===== src/rtl/cfs_apb_irq_ctrl_if.sv =====
// APB slave bus bundle for cfs_apb_irq_ctrl.
//   master modport : drives paddr/pwrite/psel/penable/pwdata, samples pready/prdata/pslverr
//   slave modport  : the reverse
interface cfs_apb_irq_ctrl_if #(
  parameter int unsigned APB_ADDR_WIDTH = 16
) ();

  logic [APB_ADDR_WIDTH-1:0] paddr;
  logic                      pwrite;
  logic                      psel;
  logic                      penable;
  logic [31:0]               pwdata;
  logic                      pready;
  logic [31:0]               prdata;
  logic                      pslverr;

  modport master (
    output paddr, pwrite, psel, penable, pwdata,
    input  pready, prdata, pslverr
  );

  modport slave (
    input  paddr, pwrite, psel, penable, pwdata,
    output pready, prdata, pslverr
  );

endinterface


===== src/rtl/cfs_apb_irq_ctrl.sv =====
// Parametrised APB interrupt controller.
// NUM_SRC sources with per-source trigger mode (rising / falling / level-high), sticky
// write-1-to-clear status, enable mask and WAIT_STATES extra access cycles.
//
// Ports:
//   pclk, presetn : clock, asynchronous active-low reset
//   apb           : APB slave (paddr, pwrite, psel, penable, pwdata / pready, prdata, pslverr)
//   src           : interrupt source levels, synchronous to pclk
//   irq           : combined level interrupt, |(IRQ & IRQEN)
//
// Register map (word aligned): 0x00 IRQEN, 0x04 IRQ (W1C), 0x08 MODE, 0x0C RAW (RO).
// Optional feature macro CFS_APB_IRQ_CTRL_SET_EN adds 0x10 IRQ_SET (write-only, W1S).
module cfs_apb_irq_ctrl #(
  parameter int unsigned APB_ADDR_WIDTH = 16,
  parameter int unsigned NUM_SRC        = 5,
  parameter int unsigned WAIT_STATES    = 0
) (
  input  logic                 pclk,
  input  logic                 presetn,
  cfs_apb_irq_ctrl_if.slave    apb,
  input  logic [NUM_SRC-1:0]   src,
  output logic                 irq
);

  localparam int unsigned ModeWidth = 2 * NUM_SRC;

  localparam logic [APB_ADDR_WIDTH-1:0] ADDR_IRQEN = APB_ADDR_WIDTH'(32'h00);
  localparam logic [APB_ADDR_WIDTH-1:0] ADDR_IRQ   = APB_ADDR_WIDTH'(32'h04);
  localparam logic [APB_ADDR_WIDTH-1:0] ADDR_MODE  = APB_ADDR_WIDTH'(32'h08);
  localparam logic [APB_ADDR_WIDTH-1:0] ADDR_RAW   = APB_ADDR_WIDTH'(32'h0C);
`ifdef CFS_APB_IRQ_CTRL_SET_EN
  localparam logic [APB_ADDR_WIDTH-1:0] ADDR_SET   = APB_ADDR_WIDTH'(32'h10);
`endif

  typedef enum logic [1:0] {StIdle, StWait, StResp} state_e;

  state_e                state_q, state_d;
  logic [2:0]            cnt_q, cnt_d;
  logic [NUM_SRC-1:0]    irqen_q, irqen_d;
  logic [NUM_SRC-1:0]    stat_q, stat_d;
  logic [ModeWidth-1:0]  mode_q, mode_d;
  logic [NUM_SRC-1:0]    src_q;
  logic                  pready_q, pready_d;
  logic                  pslverr_q, pslverr_d;
  logic [31:0]           prdata_q, prdata_d;

  logic [APB_ADDR_WIDTH-1:0] addr_word;
  logic                      acc_err;
  logic [31:0]               acc_data;
  logic                      mode_bad;
  logic [NUM_SRC-1:0]        event_vec;
  logic                      commit_wr;
  logic                      unused_bits;

  assign addr_word   = {apb.paddr[APB_ADDR_WIDTH-1:2], 2'b00};
  assign unused_bits = ^{apb.pwdata, apb.paddr[1:0]};

  // Access decode: error flag and read data for the current bus address.
  always_comb begin
    mode_bad = 1'b0;
    for (int i = 0; i < NUM_SRC; i++) begin
      if (apb.pwdata[2*i +: 2] == 2'b11) mode_bad = 1'b1;
    end

    acc_err  = 1'b0;
    acc_data = '0;
    case (addr_word)
      ADDR_IRQEN: acc_data[NUM_SRC-1:0] = irqen_q;
      ADDR_IRQ:   acc_data[NUM_SRC-1:0] = stat_q;
      ADDR_MODE: begin
        if (apb.pwrite && mode_bad) acc_err = 1'b1;
        acc_data[ModeWidth-1:0] = mode_q;
      end
      ADDR_RAW: begin
        if (apb.pwrite) acc_err = 1'b1;
        acc_data[NUM_SRC-1:0] = src_q;
      end
`ifdef CFS_APB_IRQ_CTRL_SET_EN
      ADDR_SET: begin
        if (!apb.pwrite) acc_err = 1'b1;
      end
`endif
      default: acc_err = 1'b1;
    endcase
    // Read data only accompanies successful reads.
    if (acc_err || apb.pwrite) acc_data = '0;
  end

  // Access FSM. The counter holds the wait cycles still owed; pready lands in cycle
  // N+1+WAIT_STATES where N is the first cycle of psel&penable.
  always_comb begin
    state_d = state_q;
    cnt_d   = cnt_q;
    unique case (state_q)
      StIdle: begin
        if (apb.psel && apb.penable) begin
          cnt_d = 3'(WAIT_STATES);
          if (WAIT_STATES == 0) begin
            state_d = StResp;
          end else begin
            state_d = StWait;
          end
        end
      end
      StWait: begin
        if (!(apb.psel && apb.penable)) begin
          state_d = StIdle;     // aborted by the master, nothing committed
          cnt_d   = 3'd0;
        end else if (cnt_q <= 3'd1) begin
          state_d = StResp;
          cnt_d   = 3'd0;
        end else begin
          cnt_d = cnt_q - 3'd1;
        end
      end
      StResp: state_d = StIdle;
      default: state_d = StIdle;
    endcase
  end

  assign pready_d  = (state_d == StResp);
  assign pslverr_d = pready_d & acc_err;
  assign prdata_d  = pready_d ? acc_data : 32'd0;

  // Writes take effect on the edge that closes the pready cycle; the master holds
  // address and data stable until then.
  assign commit_wr = (state_q == StResp) && apb.pwrite && !pslverr_q;

  always_comb begin
    for (int i = 0; i < NUM_SRC; i++) begin
      unique case (mode_q[2*i +: 2])
        2'd0:    event_vec[i] = src[i] & ~src_q[i];
        2'd1:    event_vec[i] = ~src[i] & src_q[i];
        2'd2:    event_vec[i] = src[i];
        default: event_vec[i] = 1'b0;
      endcase
    end
  end

  always_comb begin
    irqen_d = irqen_q;
    mode_d  = mode_q;
    stat_d  = stat_q;
    if (commit_wr && (addr_word == ADDR_IRQEN)) irqen_d = apb.pwdata[NUM_SRC-1:0];
    if (commit_wr && (addr_word == ADDR_MODE))  mode_d  = apb.pwdata[ModeWidth-1:0];
    if (commit_wr && (addr_word == ADDR_IRQ))   stat_d  = stat_q & ~apb.pwdata[NUM_SRC-1:0];
`ifdef CFS_APB_IRQ_CTRL_SET_EN
    if (commit_wr && (addr_word == ADDR_SET))   stat_d  = stat_d | apb.pwdata[NUM_SRC-1:0];
`endif
    // Applied last so a same-cycle event beats a W1C on the same bit.
    stat_d = stat_d | event_vec;
  end

  always_ff @(posedge pclk or negedge presetn) begin
    if (!presetn) begin
      state_q   <= StIdle;
      cnt_q     <= 3'd0;
      irqen_q   <= '1;
      stat_q    <= '0;
      mode_q    <= '0;
      src_q     <= '0;
      pready_q  <= 1'b0;
      pslverr_q <= 1'b0;
      prdata_q  <= 32'd0;
    end else begin
      state_q   <= state_d;
      cnt_q     <= cnt_d;
      irqen_q   <= irqen_d;
      stat_q    <= stat_d;
      mode_q    <= mode_d;
      src_q     <= src;
      pready_q  <= pready_d;
      pslverr_q <= pslverr_d;
      prdata_q  <= prdata_d;
    end
  end

  assign apb.pready  = pready_q;
  assign apb.pslverr = pslverr_q;
  assign apb.prdata  = prdata_q;
  assign irq         = |(stat_q & irqen_q);

endmodule


===== src/flat_wrapper.sv =====
// flat-port wrapper written by rule: the top's interface ports become plain ports
module cfs_apb_irq_ctrl_flat 
#(
  parameter int unsigned APB_ADDR_WIDTH = 16,
  parameter int unsigned NUM_SRC        = 5,
  parameter int unsigned WAIT_STATES    = 0
)
  (pclk, presetn, src, irq, apb_paddr, apb_pwrite, apb_psel, apb_penable, apb_pwdata, apb_pready, apb_prdata, apb_pslverr);
  cfs_apb_irq_ctrl_if #(.APB_ADDR_WIDTH(APB_ADDR_WIDTH)) apb_i ();
  input  logic pclk;
  input  logic presetn;
  input  logic [NUM_SRC-1:0] src;
  output logic irq;
  input wire logic [$bits(apb_i.paddr)-1:0] apb_paddr;
  input wire logic [$bits(apb_i.pwrite)-1:0] apb_pwrite;
  input wire logic [$bits(apb_i.psel)-1:0] apb_psel;
  input wire logic [$bits(apb_i.penable)-1:0] apb_penable;
  input wire logic [$bits(apb_i.pwdata)-1:0] apb_pwdata;
  output wire logic [$bits(apb_i.pready)-1:0] apb_pready;
  output wire logic [$bits(apb_i.prdata)-1:0] apb_prdata;
  output wire logic [$bits(apb_i.pslverr)-1:0] apb_pslverr;
  assign apb_i.paddr = apb_paddr;
  assign apb_i.pwrite = apb_pwrite;
  assign apb_i.psel = apb_psel;
  assign apb_i.penable = apb_penable;
  assign apb_i.pwdata = apb_pwdata;
  assign apb_pready = apb_i.pready;
  assign apb_prdata = apb_i.prdata;
  assign apb_pslverr = apb_i.pslverr;
  cfs_apb_irq_ctrl #(.APB_ADDR_WIDTH(APB_ADDR_WIDTH), .NUM_SRC(NUM_SRC), .WAIT_STATES(WAIT_STATES)) u_core (.pclk(pclk), .presetn(presetn), .apb(apb_i), .src(src), .irq(irq));
endmodule

===== config.mk =====
export PLATFORM = sky130hd
export DESIGN_NAME = cfs_apb_irq_ctrl_flat
export DESIGN_NICKNAME = d
export VERILOG_FILES = /design/src/rtl/cfs_apb_irq_ctrl_if.sv /design/src/rtl/cfs_apb_irq_ctrl.sv /design/src/flat_wrapper.sv
export SDC_FILE = /design/constraint.sdc
export NUM_CORES = 1
export LEC_CHECK = 0
export ABC_AREA = 1
export BUFFER_PORTS_ARGS = -buffer_cell sky130_fd_sc_hd__buf_2
export CAP_MARGIN = 20
export CORE_ASPECT_RATIO = 0.9
export CORE_MARGIN = 2
export CORE_UTILIZATION = 30
export DETAILED_ROUTE_END_ITERATION = 10
export PLACE_DENSITY = 0.53
export SYNTH_ARGS = -nofsm -noshare
export SYNTH_HDL_FRONTEND = slang
export SYNTH_SLANG_ARGS = --single-unit

===== constraint.sdc =====
create_clock -name pclk -period 4.1 [get_ports pclk]
set_clock_uncertainty 0.2 [all_clocks]
set_input_delay 0.82 -clock pclk [delete_from_list [all_inputs] [get_ports pclk]]
set_output_delay 0.82 -clock pclk [all_outputs]
set_load 0.02 [all_outputs]

==> out/results.tsv, run 1 <==
metric	value	unit
status	completed	
first-pass GRT wire length	7631	um
die height	86.36	um
path type of the worst setup path	in -> reg	
Post-CTS Hold Buffers	0	
top routing layer used	met4	
Final #Nets	380	
vias in the first global route	1576	
mapped cell area	2261	sq um
Synth Area in Simple Gates	27.01	%
Lkg Pwr	1.281	nW
largest family of logic cells by synthesized area	simple AND/OR/NAND/NOR gates	
Post-Route Setup TNS	0	ns
final hold vios	0	
width of the die	95.51	um
Slew headroom	37.84	%
worst vdd ir	0.1014	mV
Synth Instances	272	
cts repair resizes	0	
grt ovf	0	
fin crit share	61.71	%
clk buf depth	2	
H-tree depth reported by CTS	2	
XOR/XNOR Fraction of Synth Area	0.3874	%
met1 WL	2390	um
crit path time final	2.530	ns
slowest cell delay on critical path	0.65	ns
CP max FO	22	
total track usage	12.23	%
met2 wire len	1880	um
Area Overhead vs Synth	14.06	%
Power Density	303.9	nW/um^2
register area	1057	sq um
routed wl met3	375	um
initial antenna violation count	0	
clk_lat worst skew	0.30	ns
worst hold path class	reg -> reg	
Boundary Pins	93	
drt drc	0	
TritonCTS buffer count	5	
sequential-to-total area share from yosys stat	46.76	%
Post-CTS Setup Inserts	0	
Rows	30	
CP Launch Type	input pin	
Iter 0 DRT Violations	87	
CP max-delay cell	nand3_1	
drt first pass iters	4	
vias	1758	
Worst Path Buf+Inv	1	
Synth warnings	0	
Yosys reg bits	42	
Unique masters post-synth	30	
clock-pin transition on the worst setup and hold timing paths	0.08	ns
Reg2Reg Setup Slack	1.98	ns
setup slack after layout	1.570	ns
layout cells sized above 1	24.30	%
number of fill cells	785	
Highest Clock Rate	0.3952	GHz
DP Worst Slack	1.266	ns
gpl congestion	0.7841	
core area	7432	sq um
Slew Viols, Final	0	
routed len/inst	11.30	um
DP HPWL	3497	um
CP arrival	2.49	ns
multi-input logic area	959.7	sq um
CTS sink cnt	42	
CP Data Required Time	4.06	ns
Starting Density	30.42	%
proportion of synthesized area in mux cells	0	%
vias per inst	4.216	
TritonCTS clock tree	built	
Worst setup EP type	register	
clk root buf	clkbuf_8	
final setup violating endpoints	0	
adder-cell share of the synthesized area	1.107	%
largest net degree at the start of global routing	43	
DRT antenna net count	0	
post-synthesis compound-gate area fraction	10.29	%
DIE AREA	8248	sq um
Max Cap Viol	0	
measured slew at the worst slew-check pin	0.9323	ns
total routed wirelength	4712	um
Top Family by Delay on Critical Path	simple AND/OR/NAND/NOR gates	
Synth Area per Inst	8.312	sq um
unrepaired setup endpoints after global routing	false	
Port Buf Inserts	46	
critical-path cell list	buf_2, or2_4, nor2_8, nand3_1, nand2_1, o21ai_1	
ant diodes	0	
[power by group]
group	leakage, nW	internal [mW]	switching (mW)
combinational	0.706	0.0233	0.0569
clock	0.0472	0.135	0.143
sequential	0.527	0.421	0.00383
[metrics by stage]
| step | instance area [sq um] | total power, mW | hold slack, ns | cells | utilization, % |
|---|---|---|---|---|---|
| 2_1_floorplan | 2340 | 0.4964 | 0.2601 | 293 | - |
| 3_3_place_gp | 2484 | 0.5135 | 0.2723 | 409 | 33.42 |
| 3_5_place_dp | 2484 | 0.5147 | 0.2725 | 409 | 33.42 |
| 4_1_cts | 2579 | 0.7949 | 0.2844 | 417 | 34.70 |
| 5_1_grt | 2579 | 0.8207 | 0.3036 | 417 | 34.70 |
| 6_report | 2579 | 0.7836 | 0.2865 | 417 | 34.70 |
[worst min-delay path: cells and delay by family, from the launching register on]
| kind | cells | cell delay, ns |
|---|---|---|
| flip-flops | 1 | 0.38 |
| AND/OR/NAND/NOR | 1 | 0.05 |
| AO/OA/AOI/OAI | 1 | 0.05 |
[synthesized netlist by cell type, drive strengths merged]
cell,n,area [sq um]
nand3,24,142.6
or2,1,8.760
nor3,4,25.02
nor2,36,186.4
dfrtp,37,925.9
buf,26,206.5
a21oi,7,35.03
dfstp,5,131.4
xor2,1,8.760
nand2,58,235.2
o21ai,35,182.7
or3,2,12.51
a221oi,1,8.760
ha,2,25.02
inv,31,116.4
o22ai,1,6.260
conb,1,3.750
[area by class of cell]
cell class / instances / share of cell area (%)
Clock inverter: 2 / 0.4852
Sequential cell: 42 / 41.00
Inverter: 31 / 4.512
Tap cell: 96 / 4.658
Clock buffer: 6 / 3.202
Multi-Input combinational cell: 194 / 37.21
Timing Repair Buffer: 46 / 8.928
[cell usage in the layout (no fill, tap or decap), types with 2 or more instances in the layout]
cell / Yosys / final
nor2_1: 29 / 29
nand2_1: 53 / 53
nor2_2: 2 / 2
a21oi_1: 7 / 7
o21ai_2: 2 / 2
nor3_1: 3 / 3
dfrtp_1: 37 / 37
inv_1: 31 / 31
nand3_2: 2 / 2
or3_1: 2 / 2
ha_1: 2 / 2
nand2_2: 4 / 4
nand3_1: 21 / 21
o21ai_1: 26 / 26
clkbuf_8: 0 / 6
dfstp_2: 5 / 5
conb_1: 1 / 22
o21ai_0: 7 / 7
buf_2: 2 / 46
nor2_4: 4 / 4
[flip-flops by register name, summed over array words and instances, names as in the netlist, 2 cells and up]
| signal | count |
|---|---|
| u_core.src_q | 5 |
| u_core.apb.prdata | 10 |
| u_core.stat_q | 5 |
| u_core.irqen_q | 5 |
| u_core.state_q | 2 |
| u_core.mode_q | 10 |
| u_core.cnt_q | 3 |
[metal layers]
metal  global-route usage, %  up-vias
met3                   3.391        7
met4                   4.416        0
met1                   17.71      775
met5                       0        -
met2                   17.48       61
li1                        -      915
[path summary, 6_finish.rpt]
path                              startpoint              endpoint  depth (start not counted)
setup / recovery               apb_paddr[15]      u_core.mode_q[6]                          6
hold / removal             u_core.irqen_q[0]     u_core.irqen_q[0]                          2
setup reg to reg           u_core.state_q[0]      u_core.mode_q[6]                          4
hold reg to reg            u_core.irqen_q[0]     u_core.irqen_q[0]                          2
max in group asynchronous            presetn  u_core.apb.prdata[5]                          1
min in group asynchronous            presetn       u_core.src_q[2]                          1
[cell families after synthesis]
logic type	count (synthesis)
buffers and inverters	57
DFF	42
other	1
and+or+nand+nor	125
adders and majority gates	2
xor gates and xnor gates	1
AOI/OAI and AO/OA	44
(Power assumes the default switching activity.)
==> run 2, diff against run 1 <==
- clock period: 4.1 -> 2.6 ns (I/O delays scaled with it)
==> out/results.tsv, run 2 (synthesized netlist as in run 1, its figures left out) <==
metric	value	unit	change
clk buf depth	2		unchanged
CP max FO	3		was 22
Boundary Pins	93		unchanged
CP Data Required Time	1.88	ns	was 4.06 ns
initial antenna violation count	0		unchanged
Highest Clock Rate	0.5022	GHz	
worst vdd ir	0.1700	mV	was 0.1014 mV
Worst setup EP type	output pin		was register
Psw	0.3116	mW	was 0.2037 mW
width of the die	95.51	um	unchanged
CP max-delay cell	dfrtp_1		was nand3_1
Lkg Pwr	1.310	nW	was 1.281 nW
Power Density	504.3	nW/um^2	was 303.9 nW/um^2
DIE AREA	8248	sq um	unchanged
first-pass GRT wire length	7810	um	was 7631 um
ant diodes	0		unchanged
Max Cap Viol	0		unchanged
core area	7432	sq um	unchanged
final setup violating endpoints	0		unchanged
DRT antenna net count	0		unchanged
Slew Viols, Final	0		unchanged
Iter 0 DRT Violations	133		was 87
CP Launch Type	register		was input pin
Rows	30		unchanged
final hold vios	0		unchanged
clk root buf	clkbuf_8		unchanged
cts repair resizes	0		unchanged
total track usage	12.42	%	was 12.23%
fin crit share	76.58	%	
Net Sw Frac	23.43	%	was 25.99%
Port Buf Inserts	46		unchanged
routed len/inst	11.26	um	was 11.30 um
CP arrival	1.27	ns	was 2.49 ns
critical-path cell list	nand2_1, nand2_1, a221oi_1, nand2_1, buf_2		was buf_2, or2_4, nor2_8, nand3_1, nand2_1, o21ai_1
clock-pin transition on the worst setup and hold timing paths	0.08	ns	about the same
grt ovf	0		unchanged
slowest cell delay on critical path	0.41	ns	was 0.65 ns
layout cells sized above 1	24.38	%	was 24.30%
TritonCTS buffer count	5		unchanged
most common cell after layout, fill and taps aside	nand2_1		unchanged
Hold Slack	0.1441	ns	was 0.2865 ns
clock power share	39.7	%	was 35.5%
Top Family by Delay on Critical Path	flip-flops		was simple AND/OR/NAND/NOR gates
Worst Path Buf+Inv	1		unchanged
internal power	1.018	mW	was 0.5800 mW
vias	1763		was 1,758
H-tree depth reported by CTS	2		unchanged
worst hold path class	in -> reg		was reg -> reg
CTS sink cnt	42		unchanged
drt first pass iters	6		was 4
Gate power share	9.8	%	was 10.2%
Final #Nets	383		was 380
Starting Density	30.42	%	unchanged
unrepaired setup endpoints after global routing	false		unchanged
vias in the first global route	1650		was 1,576
Post-Route Setup TNS	0	ns	unchanged
clk_lat worst skew	0.29	ns	was 0.30 ns
status	completed		unchanged
gpl congestion	0.7927		was 0.7841
TritonCTS clock tree	built		unchanged
drt drc	0		unchanged
total routed wirelength	4728	um	was 4712 um
commonest cells after routing, fill and taps aside	nand2_1 (53), buf_2 (46), dfrtp_1 (37)		unchanged
Seq pwr share	50.4	%	was 54.3%
crit path time final	1.991	ns	
die height	86.36	um	unchanged
Area Overhead vs Synth	16.66	%	was 14.06%
CP dominant cell by count	nand2_1		
vias per inst	4.198		was 4.216
path type of the worst setup path	reg -> out		was in -> reg
DP HPWL	3537	um	was 3497 um
largest net degree at the start of global routing	43		unchanged
-- run 2: cell count changes in the layout (fill, tap and decap cells not counted), sizes merged --
cell / delta
clkinv: -1
buf: +2
dlygate4sd3: +1
clkinvlp: -1
bufinv: +1
clkbuf: +1
-- run 2: what timing repair did --
| item | 4_1_cts | 5_1_grt |
|---|---|---|
| hold buffers | 1 | 0 |
| endpoints found under the hold margin | 11 | 0 |
| setup buffers | 0 | 0 |
-- run 2: per-layer routing --
metal,vias up,global-route usage (%),wire [um]
li1,926,-,-
met1,775,17.38,2410
met2,60,19.01,1933
met3,2,3.304,358
met4,0,3.506,26
met5,-,0,0
-- run 2: worst register-to-register path: cells and delay by family (launching register included) --
family                     cells  cell delay [ns]
adders and majority gates      1             0.19
AOI/OAI and AO/OA              1             0.22
buffers and inverters          1             0.09
and+or+nand+nor                4             0.44
DFF                            1             0.40
-- run 2: path summary, 6_finish.rpt --
kind,slack (ns),end,cells past startpoint,startpoint
hold reg to reg,0.29,u_core.irqen_q[0],2,u_core.irqen_q[0]
setup reg to reg,0.96,u_core.apb.prdata[2],7,u_core.cnt_q[0]
max in group asynchronous,1.38,u_core.irqen_q[0],3,presetn
setup / recovery,0.61,irq,5,u_core.stat_q[1]
min in group asynchronous,0.53,u_core.src_q[2],3,presetn
hold / removal,0.14,u_core.src_q[4],1,src[4]
-- run 2: final cells by class --
cell class,count,area [sq um]
well taps,96,120.1
clock buffers,7,86.33
multi-input cells,194,959.7
flip-flops and latches,42,1057
repair buffers,49,267.8
fillers,793,4795
clock inverters,1,30.03
inverters,31,116.4
-- run 2: power by group through the flow --
stage,Sequential [mW],Combinational [mW],Clock (mW)
detailed placement,0.684,0.131,0
global placement,0.683,0.131,0
finish,0.671,0.131,0.529
CTS,0.671,0.133,0.552
floorplan,0.684,0.0983,0
global route,0.673,0.150,0.572
-- run 2: metrics by stage --
step                util [%]  setup slack [ns]  std cells  instance area, sq um  power, mW
finish                 35.49            0.6089        420                  2638      1.330
global route           35.49            0.5260        420                  2638      1.394
CTS                    35.49            0.5670        420                  2638      1.356
detailed placement     33.79            0.5129        411                  2511     0.8147
global placement       33.79            0.5524        411                  2511     0.8136
floorplan                  -            0.9267        293                  2340     0.7828
